<file path="src/rtl/audio_pkg.sv">
// Shared definitions for the audio capture path.
//   - state_e     : recorder FSM states
//   - DATA_W_DEF  : default sample width (codec set to 16-bit I2S)
//   - ADDR_W_DEF  : default SRAM word address width
//   - I2S_DELAY   : MSB arrives this many BCLK cycles after the LRC falling edge
//   - CNT_W       : width of the deserialiser bit counter
package audio_pkg;

  localparam int DATA_W_DEF = 16;
  localparam int ADDR_W_DEF = 20;
  localparam int I2S_DELAY  = 1;
  localparam int CNT_W      = 5;

  typedef enum logic [2:0] {
    S_IDLE,
    S_WAIT_LEFT,
    S_SHIFT,
    S_STORE,
    S_WAIT_RIGHT,
    S_PAUSE
  } state_e;

endpackage

</file>
<file path="src/rtl/i2s_deser.sv">
// I2S left-channel front end: LRC falling-edge detector plus MSB-first shifter.
//   i_clk        : codec BCLK, rising edge
//   i_rst_n      : asynchronous active-low reset
//   i_lrc        : codec ADCLRCK (low = left channel)
//   i_data       : codec ADCDAT serial bit
//   i_shift_en   : shift one bit in this cycle (owner FSM is in S_SHIFT)
//   o_lrc_fall   : i_lrc low now and high on the previous cycle
//   o_word       : assembled word, holds while not shifting
//   o_word_done  : the bit shifted in this cycle is the last of the word
module i2s_deser
  import audio_pkg::*;
#(
  parameter int DATA_W = DATA_W_DEF
) (
  input  logic              i_clk,
  input  logic              i_rst_n,
  input  logic              i_lrc,
  input  logic              i_data,
  input  logic              i_shift_en,
  output logic              o_lrc_fall,
  output logic [DATA_W-1:0] o_word,
  output logic              o_word_done
);

  localparam logic [CNT_W-1:0] LAST_BIT = CNT_W'(DATA_W - 1);

  logic              lrc_q;
  logic [CNT_W-1:0]  cnt_q;
  logic [DATA_W-1:0] shift_q;

  // lrc_q resets high so an LRC already low out of reset reads as a falling
  // edge; the FSM is idle at that point and ignores it.
  always_ff @(posedge i_clk or negedge i_rst_n) begin
    if (!i_rst_n) begin
      lrc_q   <= 1'b1;
      cnt_q   <= '0;
      shift_q <= '0;
    end else begin
      // NOTE: state registers use non-blocking assignments so every register
      // samples pre-edge values, independent of statement order.
      lrc_q <= i_lrc;
      if (i_shift_en) begin
        shift_q <= {shift_q[DATA_W-2:0], i_data};
        cnt_q   <= o_word_done ? '0 : cnt_q + 1'b1;
      end else begin
        // An aborted partial word leaves no stale count for the next frame.
        cnt_q <= '0;
      end
    end
  end

  assign o_lrc_fall  = ~i_lrc & lrc_q;
  assign o_word_done = i_shift_en && (cnt_q == LAST_BIT);
  assign o_word      = shift_q;

endmodule

</file>
<file path="src/rtl/aud_recorder.sv">
// WM8731 ADC capture stage: records left-channel I2S samples into SRAM.
//   i_clk     : codec BCLK, all logic on rising edge
//   i_rst_n   : asynchronous active-low reset
//   i_start   : start recording (from idle) or resume (from pause)
//   i_pause   : pause once the sample in flight is stored
//   i_stop    : abort, back to idle next cycle
//   i_lrc     : codec ADCLRCK, low = left channel
//   i_data    : codec ADCDAT
//   o_address : SRAM address of the current/last write
//   o_data    : captured sample, valid with o_valid and held afterwards
//   o_valid   : one-cycle SRAM write strobe
//   o_length  : samples written in this take
//   o_full    : sticky, last SRAM address has been written
//   o_busy    : FSM is not idle
module aud_recorder
  import audio_pkg::*;
#(
  parameter int DATA_W = DATA_W_DEF,
  parameter int ADDR_W = ADDR_W_DEF
) (
  input  logic              i_clk,
  input  logic              i_rst_n,
  input  logic              i_start,
  input  logic              i_pause,
  input  logic              i_stop,
  input  logic              i_lrc,
  input  logic              i_data,
  output logic [ADDR_W-1:0] o_address,
  output logic [DATA_W-1:0] o_data,
  output logic              o_valid,
  output logic [ADDR_W-1:0] o_length,
  output logic              o_full,
  output logic              o_busy
);

  localparam logic [ADDR_W-1:0] ADDR_MAX = '1;

  state_e            state_q;
  logic [ADDR_W-1:0] addr_q;
  logic [ADDR_W-1:0] len_q;
  logic [DATA_W-1:0] data_q;
  logic              valid_q;
  logic              full_q;
  logic              busy_q;
  logic              pause_pend_q;

  logic              lrc_fall;
  logic              word_done;
  logic [DATA_W-1:0] word;
  logic              shift_en;

  assign shift_en = (state_q == S_SHIFT);

  i2s_deser #(
    .DATA_W (DATA_W)
  ) u_deser (
    .i_clk       (i_clk),
    .i_rst_n     (i_rst_n),
    .i_lrc       (i_lrc),
    .i_data      (i_data),
    .i_shift_en  (shift_en),
    .o_lrc_fall  (lrc_fall),
    .o_word      (word),
    .o_word_done (word_done)
  );

  always_ff @(posedge i_clk or negedge i_rst_n) begin
    if (!i_rst_n) begin
      state_q      <= S_IDLE;
      addr_q       <= '0;
      len_q        <= '0;
      data_q       <= '0;
      valid_q      <= 1'b0;
      full_q       <= 1'b0;
      busy_q       <= 1'b0;
      pause_pend_q <= 1'b0;
    end else begin
      valid_q <= 1'b0;

      // Bookkeeping runs the cycle after the strobe, whatever state follows,
      // so o_address still names the written word while o_valid is high.
      // o_length saturates: with a full memory it cannot represent 2**ADDR_W.
      if (valid_q) begin
        if (len_q != ADDR_MAX) len_q <= len_q + 1'b1;
        if (addr_q == ADDR_MAX) full_q <= 1'b1;
        else                    addr_q <= addr_q + 1'b1;
      end

      unique case (state_q)
        S_IDLE: begin
          // Written after the bookkeeping so a new take clears it.
          if (i_start && !i_stop) begin
            addr_q  <= '0;
            len_q   <= '0;
            full_q  <= 1'b0;
            busy_q  <= 1'b1;
            state_q <= S_WAIT_LEFT;
          end
        end
        S_WAIT_LEFT: begin
          if (i_stop) begin
            busy_q  <= 1'b0;
            state_q <= S_IDLE;
          end else if (i_pause) begin
            state_q <= S_PAUSE;
          end else if (lrc_fall) begin
            state_q <= S_SHIFT;
          end
        end
        S_SHIFT: begin
          // A pause seen mid-word is remembered and honoured after the store.
          if (i_pause) pause_pend_q <= 1'b1;
          if (i_stop) begin
            pause_pend_q <= 1'b0;
            busy_q       <= 1'b0;
            state_q      <= S_IDLE;
          end else if (word_done) begin
            state_q <= S_STORE;
          end
        end
        S_STORE: begin
          valid_q      <= 1'b1;
          data_q       <= word;
          pause_pend_q <= 1'b0;
          if (i_stop || addr_q == ADDR_MAX) begin
            busy_q  <= 1'b0;
            state_q <= S_IDLE;
          end else if (i_pause || pause_pend_q) begin
            state_q <= S_PAUSE;
          end else begin
            state_q <= S_WAIT_RIGHT;
          end
        end
        S_WAIT_RIGHT: begin
          if (i_stop) begin
            busy_q  <= 1'b0;
            state_q <= S_IDLE;
          end else if (i_pause) begin
            state_q <= S_PAUSE;
          end else if (i_lrc) begin
            state_q <= S_WAIT_LEFT;
          end
        end
        S_PAUSE: begin
          // Resume via S_WAIT_RIGHT so a half-elapsed left slot is skipped.
          if (i_stop) begin
            busy_q  <= 1'b0;
            state_q <= S_IDLE;
          end else if (i_start && !i_pause) begin
            state_q <= S_WAIT_RIGHT;
          end
        end
        default: begin
          busy_q  <= 1'b0;
          state_q <= S_IDLE;
        end
      endcase
    end
  end

  assign o_address = addr_q;
  assign o_data    = data_q;
  assign o_valid   = valid_q;
  assign o_length  = len_q;
  assign o_full    = full_q;
  assign o_busy    = busy_q;

endmodule

</file>
<file path="config.mk">
export PLATFORM = sky130hd
export DESIGN_NAME = aud_recorder
export DESIGN_NICKNAME = d
export VERILOG_FILES = /design/src/rtl/audio_pkg.sv /design/src/rtl/i2s_deser.sv /design/src/rtl/aud_recorder.sv
export SDC_FILE = /design/constraint.sdc
export NUM_CORES = 1
export LEC_CHECK = 0
export ABC_AREA = 1
export BUFFER_PORTS_ARGS = -buffer_cell sky130_fd_sc_hd__buf_2
export CAP_MARGIN = 15
export CORE_MARGIN = 2
export CORE_UTILIZATION = 50
export DETAILED_ROUTE_END_ITERATION = 6
export PLACE_DENSITY = 0.76
export SYNTH_ARGS = -nofsm -noshare
export SYNTH_HDL_FRONTEND = slang
export SYNTH_HIERARCHICAL = 1
export SYNTH_SLANG_ARGS = --single-unit
</file>
<file path="constraint.sdc">
create_clock -name i_clk -period 2.4 [get_ports i_clk]
set_input_delay 0.12 -clock i_clk [delete_from_list [all_inputs] [get_ports i_clk]]
set_output_delay 0.12 -clock i_clk [all_outputs]
set_load 0.05 [all_outputs]
</file>
==> impl_summary.log <==
[metrics] total count of hold-check failures in the final report: 0
[metrics] Die Outline Area: 10300 µm²
[metrics] maximum fanout count along the critical path: 27
[metrics] library cell with the highest instance count after synthesis: sky130_fd_sc_hd__nand2_1
[metrics] Total Nets Final: 703
[metrics] Critical Path RT: around 2.7 ns
[metrics] total leakage power: 2.83 nW
[metrics] DRC marker count from the first detailed-route iteration: around 170
[metrics] Reg-to-Reg End: o_length[1]
[metrics] number of distinct standard cells referenced by the synthesized netlist: 37
[metrics] most frequent CP cell: sky130_fd_sc_hd__inv_2
[metrics] Clk pin slew, worst setup/hold paths: 0.10 ns
[metrics] Worst Hold Depth: 2
[metrics] top-area cell type share of the netlist area: 0.443
[metrics] Slew headroom: 0.696
[metrics] remaining antenna violation count: 0
[metrics] number of buffers added to fix hold violations after cts: 3
[metrics] register-to-register setup slack: 0.60 ns
[metrics] Layout Skew: 0.0143 ns
[metrics] fraction of the yosys area taken by sequential cells: 0.448
[metrics] setup repair after global routing missed its margin: false
[metrics] initial standard-cell utilization of the core: 0.514
[metrics] GPL Wtd Cong: 0.851
[metrics] element type at the critical path start: register
[metrics] Post-synth EDFFs: 0
[metrics] Port-buffer cells: 65
[metrics] number of standard cells after synthesis: approximately 630
[metrics] wire length of the first global-routing pass: 17800 µm
[metrics] highest clock frequency the design can meet: 0.555 GHz
[metrics] Die Height: 101 µm
[metrics] overall die width: approximately 100 µm
[metrics] antenna violations before repair: 0
[metrics] CTS tree: done
[metrics] slew of the pin with the lowest slew margin: ~0.46 ns
[metrics] type of the worst setup path: register to register
[metrics] max-capacitance violation count: 0
[metrics] part of the cycle the worst path needs: 0.751
[metrics] Placed Instance Area: roughly 5000 µm²
[metrics] maximum level of the CTS H-tree: 3
[metrics] Final Max Tran Viols: 0
[metrics] number of buffers inserted to repair setup after CTS: 0
[metrics] Net Count, Synth: 637
[metrics] least setup slack across all paths after layout: 0.597 ns
[metrics] routed wire length per instance: 12.6 µm
[metrics] final setup vio count: 0
[metrics] synth top area cells: sky130_fd_sc_hd__dfrtp_1, sky130_fd_sc_hd__nand2_1, sky130_fd_sc_hd__nor2_1
[metrics] synthesized flop and latch total: 85
[metrics] cells along the critical path: nor2_2 > inv_2 > nor2_4 > inv_2 > nor2_8 > inv_2 > o21ai_1 > nor2_1
[metrics] post-detail-place hpwl: 7350 µm
[metrics] Max Root-Sink Buffers: 2
[metrics] pin count of the biggest net entering global routing: 86
[metrics] global route overflow: 0
[metrics] synth-to-layout area growth: 13.0%
[metrics] cell area after technology mapping: 4750 µm²
[metrics] async set-or-reset flop fraction in the synthesized netlist: 1.00
[metrics] PwrDens: about 780 nW/µm²
[metrics] routed via count divided by cell count: about 5.0
[metrics] CP Capture Type: register
[metrics] Primary FF master, synth: sky130_fd_sc_hd__dfrtp_1
[metrics] synthesized area per cell: 7.57 µm²
[metrics] VDD IR-drop max: 0.000313 V
[metrics] startpoint of the worst register-to-register path: state_q[0]
[metrics] r2r worst-path depth: 8
[metrics] Clk Latency, worst-skew pair: 0.37 ns
[metrics] Hold Path End: pause_pend_q
[metrics] number of DRC violations after detailed routing: 0
[metrics] total number of vias: 4166
[metrics] total I/O pin count: 66
[metrics] Post-Layout Inst Area: 5360 µm²
[metrics] Buffers & Inverters on Critical Path: 3
[metrics] total wirelength of the detailed-routed design: about 10000 µm
[metrics] row count: 35
[metrics] Worst Hold Class: input pin to register
[metrics] commonest cells in the synthesized netlist: sky130_fd_sc_hd__nand2_1, sky130_fd_sc_hd__dfrtp_1, sky130_fd_sc_hd__nor2_1, sky130_fd_sc_hd__inv_1, sky130_fd_sc_hd__nand3_1
[metrics] hold path startpoint: i_stop
[metrics] warning count from the yosys run: 6
[metrics] Detailed Routing Iterations Pass 1: 4
[metrics] final worst path period need: 1.80 ns
[metrics] Sinks on Clock Net: 85
[metrics] crit path max-delay cell type: sky130_fd_sc_hd__dfrtp_1
[metrics] Total GRT Usage: 0.214
[metrics] number of antenna diodes: 0
[metrics] quantity of gates resized following cts: 0
[metrics] total negative slack: 0 ns
[metrics] Power, Total: approximately 4.2 mW
[metrics] via count of the first global-routing pass: a little under 4000
[metrics] outcome: completed
[metrics] cell chosen for the clock root: sky130_fd_sc_hd__clkbuf_8
[metrics] cell class contributing the biggest share of worst-path delay: simple AND/OR/NAND/NOR gates
[metrics] worst slack at placement: 0.600 ns
[metrics] share of post-route cells with drive strength above 1: 0.192
[metrics] Inserted Clock Buffers: 9
[metrics] area of the core: 9240 µm²
[metrics] cell type with the highest aggregate area in the netlist: sky130_fd_sc_hd__dfrtp_1
[metrics] arrival time at the worst endpoint: 2.07 ns
[metrics] highest cell delay on the worst timing path: ~0.52 ns
[power breakdown]
group          total (mW)  internal, mW  leakage, nW  switching (mW)
registers            1.82          1.61         1.17           0.211
clock network        1.06         0.495        0.101           0.569
logic                1.28         0.334         1.56           0.950
total                4.17          2.44         2.83            1.73
[metal layers]
layer / up-vias / track usage / wire (µm)
met5: - / 0 / 0
met4: 0 / 0.0634 / 122
met3: 13 / 0.0483 / 595
met2: 93 / 0.361 / 5020
met1: 1946 / 0.277 / 4710
li1: 2114 / - / -
[per-stage QoR]
stage               instances  hold WS, ns   util
floorplan                 627       -0.176      -
global placement          808        0.183  0.555
detailed placement        808        0.194  0.555
CTS                       827       0.0616  0.581
global route              827       0.0808  0.581
finish                    827       0.0678  0.581
[layout make-up]
class,count,area [µm²]
inverters,80,308
flip-flops and latches,85,2130
clock buffers,9,124
multi-input cells,445,2160
fillers,879,3880
clock inverters,7,81.3
well taps,129,161
repair buffers,72,400
[state kept, by name, indices dropped and copies added (netlist names)]
signal          count
u_deser/o_word     16
o_busy              1
o_data             16
o_valid             1
u_deser/cnt_q       5
o_full              1
state_q             3
o_length           20
u_deser/lrc_q       1
pause_pend_q        1
o_address          20
[cell families after synthesis]
logic type,synth area share
AO/OA/AOI/OAI,0.0749
XOR/XNOR,0.0148
adder cells (fa/ha/maj),0.00791
buffers and inverters,0.0962
flip-flops,0.448
AND/OR/NAND/NOR,0.358
[how the worst max path moves through the flow]
stage	startpoint	to	slack [ns]	depth (start not counted)
floorplan	o_length[0]	o_length[0]	0.54	10
global placement	state_q[0]	o_address[7]	0.68	8
detailed placement	state_q[0]	o_length[1]	0.60	8
CTS	state_q[0]	o_length[1]	0.60	8
global route	state_q[0]	o_length[1]	0.46	8
finish	state_q[0]	o_length[1]	0.60	8
[cells in the final DEF (no fill, tap or decap), types with 2 or more instances in the layout]
cell                            instances
sky130_fd_sc_hd__a21oi_1               25
sky130_fd_sc_hd__a22oi_1                2
sky130_fd_sc_hd__buf_2                 64
sky130_fd_sc_hd__buf_4                  4
sky130_fd_sc_hd__clkbuf_8               9
sky130_fd_sc_hd__clkinv_4               2
sky130_fd_sc_hd__dfrtp_1               84
sky130_fd_sc_hd__dlygate4sd3_1          3
sky130_fd_sc_hd__ha_1                   3
sky130_fd_sc_hd__inv_1                 68
sky130_fd_sc_hd__inv_2                 11
sky130_fd_sc_hd__inv_6                  3
sky130_fd_sc_hd__nand2_1              201
sky130_fd_sc_hd__nand2_2                7
sky130_fd_sc_hd__nand2_4                3
sky130_fd_sc_hd__nand3_1               46
sky130_fd_sc_hd__nand3_2                5
sky130_fd_sc_hd__nand3b_1               2
sky130_fd_sc_hd__nand4_1               18
sky130_fd_sc_hd__nor2_1                69
sky130_fd_sc_hd__nor2_2                 7
sky130_fd_sc_hd__nor2_4                 5
sky130_fd_sc_hd__nor2_8                 2
sky130_fd_sc_hd__nor3_1                 6
sky130_fd_sc_hd__o21ai_0               11
sky130_fd_sc_hd__o21ai_1                9
sky130_fd_sc_hd__o21ai_2                3
sky130_fd_sc_hd__o21bai_1               6
sky130_fd_sc_hd__xnor2_1                3
sky130_fd_sc_hd__xor2_1                 5
No activity file was read; power rests on OpenSTA's default activity.
